`config.mk`:
```
export PLATFORM = sky130hd
export DESIGN_NAME = calc_sequencer
export DESIGN_NICKNAME = d
export VERILOG_FILES = /design/src/rtl/calc_pkg.sv /design/src/rtl/calc_regfile.sv /design/src/rtl/calc_sequencer.sv
export SDC_FILE = /design/constraint.sdc
export NUM_CORES = 1
export LEC_CHECK = 0
export ABC_AREA = 1
export ABC_CLOCK_PERIOD_IN_PS = 8310
export BUFFER_PORTS_ARGS = -buffer_cell sky130_fd_sc_hd__buf_2
export CORE_MARGIN = 8
export CORE_UTILIZATION = 50
export CTS_BUF_LIST = sky130_fd_sc_hd__clkbuf_16
export DETAILED_ROUTE_END_ITERATION = 16
export GPL_TIMING_DRIVEN = 0
export PLACE_DENSITY_LB_ADDON = 0.25
export SETUP_SLACK_MARGIN = 0.4
export SYNTH_ARGS = -nofsm -noshare
export SYNTH_HDL_FRONTEND = slang
export SYNTH_SLANG_ARGS = --single-unit
```
`constraint.sdc`:
```
create_clock -name clk -period 8.31 [get_ports clk]
set_clock_uncertainty 0.2 [all_clocks]
set_input_delay 1.2465 -clock clk [delete_from_list [all_inputs] [get_ports clk]]
set_output_delay 1.2465 -clock clk [all_outputs]
set_load 0.05 [all_outputs]
```
`src/rtl/calc_pkg.sv`:
```
// Shared types and helpers for the calculator sequencer slice.
// Latency: n/a (declarations only).
// Backpressure: n/a.
package calc_pkg;

  typedef enum logic [2:0] {
    S_MODE, S_OP, S_SIZE, S_LOAD_A, S_LOAD_B, S_EXEC, S_WAIT, S_OUT
  } state_t;

  // Prompt IDs understood by the UART text engine
  localparam logic [2:0] PR_MODE   = 3'd0;
  localparam logic [2:0] PR_OP     = 3'd1;
  localparam logic [2:0] PR_SIZE   = 3'd2;
  localparam logic [2:0] PR_A      = 3'd3;
  localparam logic [2:0] PR_B      = 3'd4;
  localparam logic [2:0] PR_RESULT = 3'd5;
  localparam logic [2:0] PR_ERROR  = 3'd6;

  // Modes 0..NU-1 are execution units; the two above them are register ops
  function automatic int mode_fetch(input int nu);
    return nu;
  endfunction

  function automatic int mode_store(input int nu);
    return nu + 1;
  endfunction

  // Width of the mode field
  function automatic int calc_mw(input int nu);
    return $clog2(nu + 2);
  endfunction

  // Width of the word counter / size field (never zero)
  function automatic int calc_kw(input int nw);
    return (nw > 1) ? $clog2(nw) : 1;
  endfunction

  // Register file address width (never zero)
  function automatic int calc_aw(input int nreg);
    return (nreg > 1) ? $clog2(nreg) : 1;
  endfunction

endpackage

```
`src/rtl/calc_regfile.sv`:
```
// NREG x DW register file: synchronous write, combinational read, sync clear.
// Latency: write visible the cycle after we; read is same-cycle.
// Backpressure: none, always accepts.
// Ports: clk, rst, we/waddr/wdata write port, raddr/rdata read port.
module calc_regfile
  import calc_pkg::*;
#(
  parameter int DW   = 64,
  parameter int NREG = 4,
  parameter int AW   = calc_aw(NREG)
) (
  input  logic          clk,
  input  logic          rst,
  input  logic          we,
  input  logic [AW-1:0] waddr,
  input  logic [DW-1:0] wdata,
  input  logic [AW-1:0] raddr,
  output logic [DW-1:0] rdata
);

  logic [DW-1:0] mem [NREG];

  always_ff @(posedge clk) begin
    if (rst) begin
      for (int i = 0; i < NREG; i++) mem[i] <= '0;
    end else if (we) begin
      mem[waddr] <= wdata;
    end
  end

  assign rdata = mem[raddr];

endmodule

```
`src/rtl/calc_sequencer.sv`:
```
// Menu-driven operand entry and dispatch: collects mode/op/size/operands from
// button presses, runs one unit (start/done, with timeout) or a register op.
// Latency: one press per field; unit result reaches OUT the cycle after done.
// Backpressure: result held in OUT until result_ready; presses ignored while busy.
// Ports: btn_pulse/sw/unary in; unit_start/unit_op/opa/opb to units,
// unit_done/unit_result back; result/result_valid/result_ready/sign/error to
// the UART formatter; prompt_id/prompt_valid to the text engine; busy.
module calc_sequencer
  import calc_pkg::*;
#(
  parameter int DW      = 64,
  parameter int SW      = 16,
  parameter int NU      = 4,
  parameter int NREG    = 4,
  parameter int TIMEOUT = 1024
) (
  input  logic             clk,
  input  logic             rst,
  input  logic             btn_pulse,
  input  logic [SW-1:0]    sw,
  input  logic             unary,
  output logic [NU-1:0]    unit_start,
  output logic [2:0]       unit_op,
  output logic [DW-1:0]    opa,
  output logic [DW-1:0]    opb,
  input  logic [NU-1:0]    unit_done,
  input  logic [NU*DW-1:0] unit_result,
  output logic [DW-1:0]    result,
  output logic             result_valid,
  input  logic             result_ready,
  output logic             sign,
  output logic             error,
  output logic [2:0]       prompt_id,
  output logic             prompt_valid,
  output logic             busy
);

  localparam int NW = DW / SW;
  localparam int MW = calc_mw(NU);
  localparam int KW = calc_kw(NW);
  localparam int AW = calc_aw(NREG);
  localparam int TW = $clog2(TIMEOUT + 1);
  localparam logic [MW-1:0] M_FETCH = MW'(mode_fetch(NU));
  localparam logic [MW-1:0] M_STORE = MW'(mode_store(NU));

  state_t        state_q, state_n;
  logic [MW-1:0] mode_q, mode_n;
  logic [2:0]    op_q, op_n;
  logic [KW-1:0] last_q, last_n;   // index of the last operand word
  logic [KW-1:0] k_q, k_n;
  logic [DW-1:0] opa_q, opa_n, opb_q, opb_n, res_q, res_n;
  logic          rv_q, rv_n, err_q, err_n, pv_q, pv_n;
  logic [2:0]    pid_q, pid_n;
  logic          again_q, again_n; // announce the MODE prompt next cycle
  logic [TW-1:0] tmo_q, tmo_n;

  logic          press, done_sel, rf_we;
  logic [DW-1:0] res_sel, rf_rdata;

  // A press coinciding with a prompt pulse is dropped
  assign press = btn_pulse && !pv_q;

  calc_regfile #(.DW(DW), .NREG(NREG), .AW(AW)) u_regfile (
    .clk   (clk),
    .rst   (rst),
    .we    (rf_we),
    .waddr (op_q[AW-1:0]),
    .wdata (opa_n),
    .raddr (sw[AW-1:0]),
    .rdata (rf_rdata)
  );

  // Unit selection by mode; fetch/store modes match no unit
  always_comb begin
    done_sel   = 1'b0;
    res_sel    = '0;
    unit_start = '0;
    sign       = 1'b0;
    for (int i = 0; i < NU; i++) begin
      if (mode_q == MW'(i)) begin
        done_sel      = unit_done[i];
        res_sel       = unit_result[i*DW +: DW];
        unit_start[i] = (state_q == S_EXEC);
      end
    end
    for (int i = 0; i < NW; i++) begin
      if (last_q == KW'(i)) sign = res_q[i*SW + SW - 1];
    end
  end

  always_ff @(posedge clk) begin
    if (rst) state_q <= S_MODE;
    else     state_q <= state_n;
  end

  always_comb begin
    state_n = state_q;
    mode_n  = mode_q;
    op_n    = op_q;
    last_n  = last_q;
    k_n     = k_q;
    opa_n   = opa_q;
    opb_n   = opb_q;
    res_n   = res_q;
    rv_n    = rv_q;
    err_n   = err_q;
    tmo_n   = tmo_q;
    pv_n    = 1'b0;
    pid_n   = pid_q;
    again_n = 1'b0;
    rf_we   = 1'b0;

    if (again_q) begin
      pv_n  = 1'b1;
      pid_n = PR_MODE;
    end

    case (state_q)
      S_MODE: if (press) begin
        if (sw[MW-1:0] > M_STORE) begin
          pv_n    = 1'b1;
          pid_n   = PR_ERROR;
          again_n = 1'b1;
        end else begin
          mode_n  = sw[MW-1:0];
          state_n = S_OP;
        end
      end
      S_OP: if (press) begin
        op_n = sw[2:0];
        if (mode_q == M_FETCH) begin
          last_n = KW'(NW - 1);
          if (32'(sw[2:0]) < NREG) begin
            res_n = rf_rdata;
            err_n = 1'b0;
          end else begin
            res_n = '0;
            err_n = 1'b1;
          end
          rv_n    = 1'b1;
          state_n = S_OUT;
        end else begin
          state_n = S_SIZE;
        end
      end
      S_SIZE: if (press) begin
        if (32'(sw[KW-1:0]) > NW - 1) last_n = KW'(NW - 1);
        else                          last_n = sw[KW-1:0];
        opa_n   = '0;
        opb_n   = '0;
        k_n     = '0;
        state_n = S_LOAD_A;
      end
      S_LOAD_A: if (press) begin
        for (int i = 0; i < NW; i++) begin
          if (k_q == KW'(i)) opa_n[i*SW +: SW] = sw;
        end
        k_n = k_q + KW'(1);
        if (k_q == last_q) begin
          k_n = '0;
          if (mode_q == M_STORE) begin
            if (32'(op_q) < NREG) begin
              rf_we = 1'b1;
              res_n = opa_n;
              err_n = 1'b0;
            end else begin
              res_n = '0;
              err_n = 1'b1;
            end
            rv_n    = 1'b1;
            state_n = S_OUT;
          end else if (unary) begin
            state_n = S_EXEC;
          end else begin
            state_n = S_LOAD_B;
          end
        end
      end
      S_LOAD_B: if (press) begin
        for (int i = 0; i < NW; i++) begin
          if (k_q == KW'(i)) opb_n[i*SW +: SW] = sw;
        end
        k_n = k_q + KW'(1);
        if (k_q == last_q) begin
          k_n     = '0;
          state_n = S_EXEC;
        end
      end
      S_EXEC: begin
        tmo_n   = TW'(TIMEOUT - 1);
        state_n = S_WAIT;
      end
      S_WAIT: begin
        // done has priority over expiry in the final cycle
        if (done_sel) begin
          res_n   = res_sel;
          err_n   = 1'b0;
          rv_n    = 1'b1;
          state_n = S_OUT;
        end else if (tmo_q == '0) begin
          res_n   = '0;
          err_n   = 1'b1;
          rv_n    = 1'b1;
          state_n = S_OUT;
        end else begin
          tmo_n = tmo_q - TW'(1);
        end
      end
      S_OUT: if (result_ready) begin
        rv_n    = 1'b0;
        state_n = S_MODE;
      end
      default: state_n = S_MODE;
    endcase

    // Prompt pulse on entry to any operator-facing state
    if (state_n != state_q) begin
      case (state_n)
        S_MODE:   begin pv_n = 1'b1; pid_n = PR_MODE; end
        S_OP:     begin pv_n = 1'b1; pid_n = PR_OP;   end
        S_SIZE:   begin pv_n = 1'b1; pid_n = PR_SIZE; end
        S_LOAD_A: begin pv_n = 1'b1; pid_n = PR_A;    end
        S_LOAD_B: begin pv_n = 1'b1; pid_n = PR_B;    end
        S_OUT:    begin pv_n = 1'b1; pid_n = err_n ? PR_ERROR : PR_RESULT; end
        default:  ;
      endcase
    end
  end

  always_ff @(posedge clk) begin
    if (rst) begin
      mode_q  <= '0;
      op_q    <= '0;
      last_q  <= '0;
      k_q     <= '0;
      opa_q   <= '0;
      opb_q   <= '0;
      res_q   <= '0;
      rv_q    <= 1'b0;
      err_q   <= 1'b0;
      pv_q    <= 1'b0;
      pid_q   <= '0;
      again_q <= 1'b1;   // first cycle out of reset announces MODE
      tmo_q   <= '0;
    end else begin
      mode_q  <= mode_n;
      op_q    <= op_n;
      last_q  <= last_n;
      k_q     <= k_n;
      opa_q   <= opa_n;
      opb_q   <= opb_n;
      res_q   <= res_n;
      rv_q    <= rv_n;
      err_q   <= err_n;
      pv_q    <= pv_n;
      pid_q   <= pid_n;
      again_q <= again_n;
      tmo_q   <= tmo_n;
    end
  end

  assign unit_op      = op_q;
  assign opa          = opa_q;
  assign opb          = opb_q;
  assign result       = res_q;
  assign result_valid = rv_q;
  assign error        = err_q;
  assign prompt_id    = pid_q;
  assign prompt_valid = pv_q;
  assign busy         = (state_q == S_EXEC) || (state_q == S_WAIT) || (state_q == S_OUT);

endmodule
```
==> summary.md <==
| Metric | Value |
|---|---|
| Slew of the pin with the lowest slew margin | 1.54 ns |
| Flip-flop and latch count after synthesis | 479 |
| PD cells | 214 nW/µm² |
| Core footprint | 45300 µm² |
| Number of levels in the clock H-tree | 2 |
| Max Fanout on Critical Path | 10 |
| Clock sink count | 479 |
| Die Footprint | 52800 µm² |
| Number of port buffers | 483 |
| Cell with the most instances on the worst path | buf_2 |
| Sequential area share after synthesis | 0.532 |
| Width of the die | 230 µm |
| Fraction of final layout cells with drive strength greater than 1 | 0.203 |
| FMAX | 248 MHz |
| RSZ-0062 raised after global routing | no |
| Worst hold stages | 2 |
| Top cell type's share of synthesized area | 0.336 |
| CTS clock-pin slew for the worst setup and hold paths | 0.06 ns |
| Total chip power | 5.95 mW |
| Highest-count cells in the layout ignoring fill and taps | buf_2, nor2_1, o21ai_0, nand2_1, edfxtp_1 |
| Endpoints failing setup | 0 |
| Maxcap violations | 1 |
| Family with the most delay on the worst path | buffers and inverters |
| Maximum vdd ir drop | 0.000162 V |
| Worst Reg2Reg Path Length in Cells | 7 |
| Starting DRT DRC Count | 2709 |
| Leakage power total | 11.2 nW |
| Worst path buffer plus inverter count | 4 |
| Final weighted congestion in routability-driven placement | 0.947 |
| Vias | 23700 |
| Residual DRC | 0 |
| Count of different cell masters after synthesis | 37 |
| Effective utilization at floorplan | 0.505 |
| Category of the worst setup path launch point | register |
| Post-Place Worst Slack | 3.82 ns |
| Final HPWL from detailed placement | 68600 µm |
| Bufs on Longest Clock Path | 3 |
| Wirelength per Cell | 23.9 µm |
| Number of buffers inserted by hold repair at cts | 0 |
| Nets | 3629 |
| Final wirelength | 95200 µm |
| Worst path cell trace | inv_2 -> buf_2 -> buf_1 -> nand2_1 -> nor2_1 -> buf_2 |
| Cell type with the largest total area after synthesis | edfxtp_1 |
| Clock tree root buffer cell | clkbuf_16 |
| Max transition margin | -0.0290 |
| Synthesized area divided by synthesized cell count | 8.16 µm² |
| P&R area growth vs syn | 22.0% |
| Post-route setup TNS | 0 ns |
| Number of global-route vias before repair | 23500 |
| Number of antenna violations at the first check in global routing | 3 |
| Design area | 27900 µm² |
| Post-layout util | 0.615 |
| Worst skew pair latency | 0.61 ns |
| Final worst-path setup slack | 4.28 ns |
| First-pass GRT wire length | 140000 µm |
| Total clock buffers created by CTS | 50 |
| Kind of critical path | reg2out |
| Arrival time of the worst setup path | 2.59 ns |
| Slew Viols, Final | 11 |
| CTS tree | yes |
| Via density per instance | 5.94 |
| Global Route Usage Sum | 0.342 |
| Final-report hold violation count | 0 |
| Pin count of the biggest net entering global routing | 55 |
| Hold Crit Class | reg2reg |
| Mapped Cells | 2800 |
| Number of standard-cell rows in the floorplan | 78 |
| Detailed Routing Iterations Pass 1 | 6 |
| Endpoint class of the critical path | output pin |
| Die height | 230 µm |
| Area after DPL | 26300 µm² |
| Number of nets still failing antenna checks after routing | 0 |
| Stages on the worst setup path | 6 |
| Yosys warning total | 0 |
| Cell area after synthesis | 22800 µm² |
| CP max stage cell | buf_2 |
| Final period utilization | 0.485 |
| Time the final worst path needs with I/O delays and setup | 4.03 ns |
| CTS-repair resized insts | 0 |
| Most area-consuming cells after synthesis | edfxtp_1, dfxtp_1, o21ai_0, nor2_1, nand2_1 |
| Violations in the final reports | max-capacitance violations, max-slew violations |
| Total setup buffers inserted after CTS | 0 |
| Required time of the worst setup path | 6.86 ns |
| Result of the run | finished with violations |
| # diodes | 0 |
| Delay of the slowest cell on the worst path | 0.47 ns |
| Congestion Overflow GR | 0 |
| I/O pins | 488 |
| Leading cell type in the layout, fill and taps excluded | buf_2 |
| Post-Synthesis Net Count | 3086 |
[through the flow]
step	hold slack (ns)	instances
3_3_place_gp	0.248	3883
6_report	0.274	3984
2_1_floorplan	0.232	2800
3_5_place_dp	0.264	3891
5_1_grt	0.290	3984
4_1_cts	0.272	3984
[report_power, final]
group	internal [mW]	switching, mW	leakage (nW)
clock network	1.25	0.982	0.820
registers	2.59	0.0544	4.45
logic	0.286	0.789	5.89
[final cells by class]
| type | instances | area [µm²] |
|---|---|---|
| buffer | 225 | 941 |
| clock buffer | 53 | 1330 |
| clock inverter | 40 | 289 |
| fill | 4002 | 17400 |
| inverter | 195 | 732 |
| multi-input combinational | 1901 | 9060 |
| sequential | 479 | 12200 |
| tap | 600 | 751 |
| timing repair buffer | 491 | 2610 |
[per-layer routing]
| metal | track usage | share of wire | vias to the layer above |
|---|---|---|---|
| li1 | - | - | 10800 |
| met5 | 0 | 0.00036 | - |
| met3 | 0.102 | 0.12 | 290 |
| met2 | 0.547 | 0.45 | 1560 |
| met4 | 0.192 | 0.060 | 6 |
| met1 | 0.410 | 0.36 | 11100 |
[registers in the layout (all words and copies together), names as in the netlist]
name,cells
u_regfile.mem,256
opa,64
opb,64
result,64
tmo_q,11
mode_q,3
prompt_id,3
state_q,3
unit_op,3
k_q,2
last_q,2
again_q,1
error,1
prompt_valid,1
result_valid,1
[synth_stat cells]
| cell | count |
|---|---|
| o21ai_2 | 1 |
| or2_1 | 1 |
| o21a_1 | 2 |
| nor2_2 | 9 |
| nand2_4 | 1 |
| a221oi_1 | 65 |
| buf_1 | 11 |
| or2_0 | 1 |
| a211oi_1 | 4 |
| o21ai_1 | 83 |
| a21oi_1 | 174 |
| clkbuf_1 | 157 |
| nand3_1 | 150 |
| inv_2 | 32 |
| ha_1 | 5 |
| o22ai_1 | 65 |
| o211ai_2 | 1 |
| clkbuf_2 | 5 |
| nor3_1 | 66 |
| a31oi_1 | 9 |
| buf_2 | 42 |
| nor2_1 | 479 |
| nor2_4 | 4 |
| nor4_1 | 27 |
| nor3_2 | 3 |
| nand3_2 | 4 |
| nand2_2 | 6 |
| edfxtp_1 | 256 |
| xor2_1 | 1 |
| nand4_1 | 7 |
| dfxtp_1 | 223 |
| buf_4 | 10 |
| nand2_1 | 344 |
| inv_1 | 161 |
| clkinv_1 | 2 |
| o31ai_1 | 1 |
| o21ai_0 | 388 |
[cell families after synthesis]
family | Yosys count | synth area share
buffers and inverters | 420 | 0.0732
flip-flops | 479 | 0.532
AO/OA/AOI/OAI | 793 | 0.190
adder cells (fa/ha/maj) | 5 | 0.00274
AND/OR/NAND/NOR | 1102 | 0.202
XOR/XNOR | 1 | 0.000383
[final timing paths]
path	startpoint	end	slack (ns)
hold reg to reg	opb[34]$_SDFFE_PP0P_	opb[34]$_SDFFE_PP0P_	0.27
hold / removal	opb[34]$_SDFFE_PP0P_	opb[34]$_SDFFE_PP0P_	0.27
setup reg to reg	prompt_valid$_SDFF_PP0_	u_regfile.mem[2][19]$_SDFFCE_PN0P_	4.86
setup / recovery	mode_q[2]$_SDFFE_PP0P_	unit_start[0]	4.28
[worst min-delay path, cell delays in order (launching register included)]
cell and delay, ns:
dfxtp_1 0.31, nand2_1 0.06, a21oi_1 0.06
No activity file was read; power rests on OpenSTA's default activity.
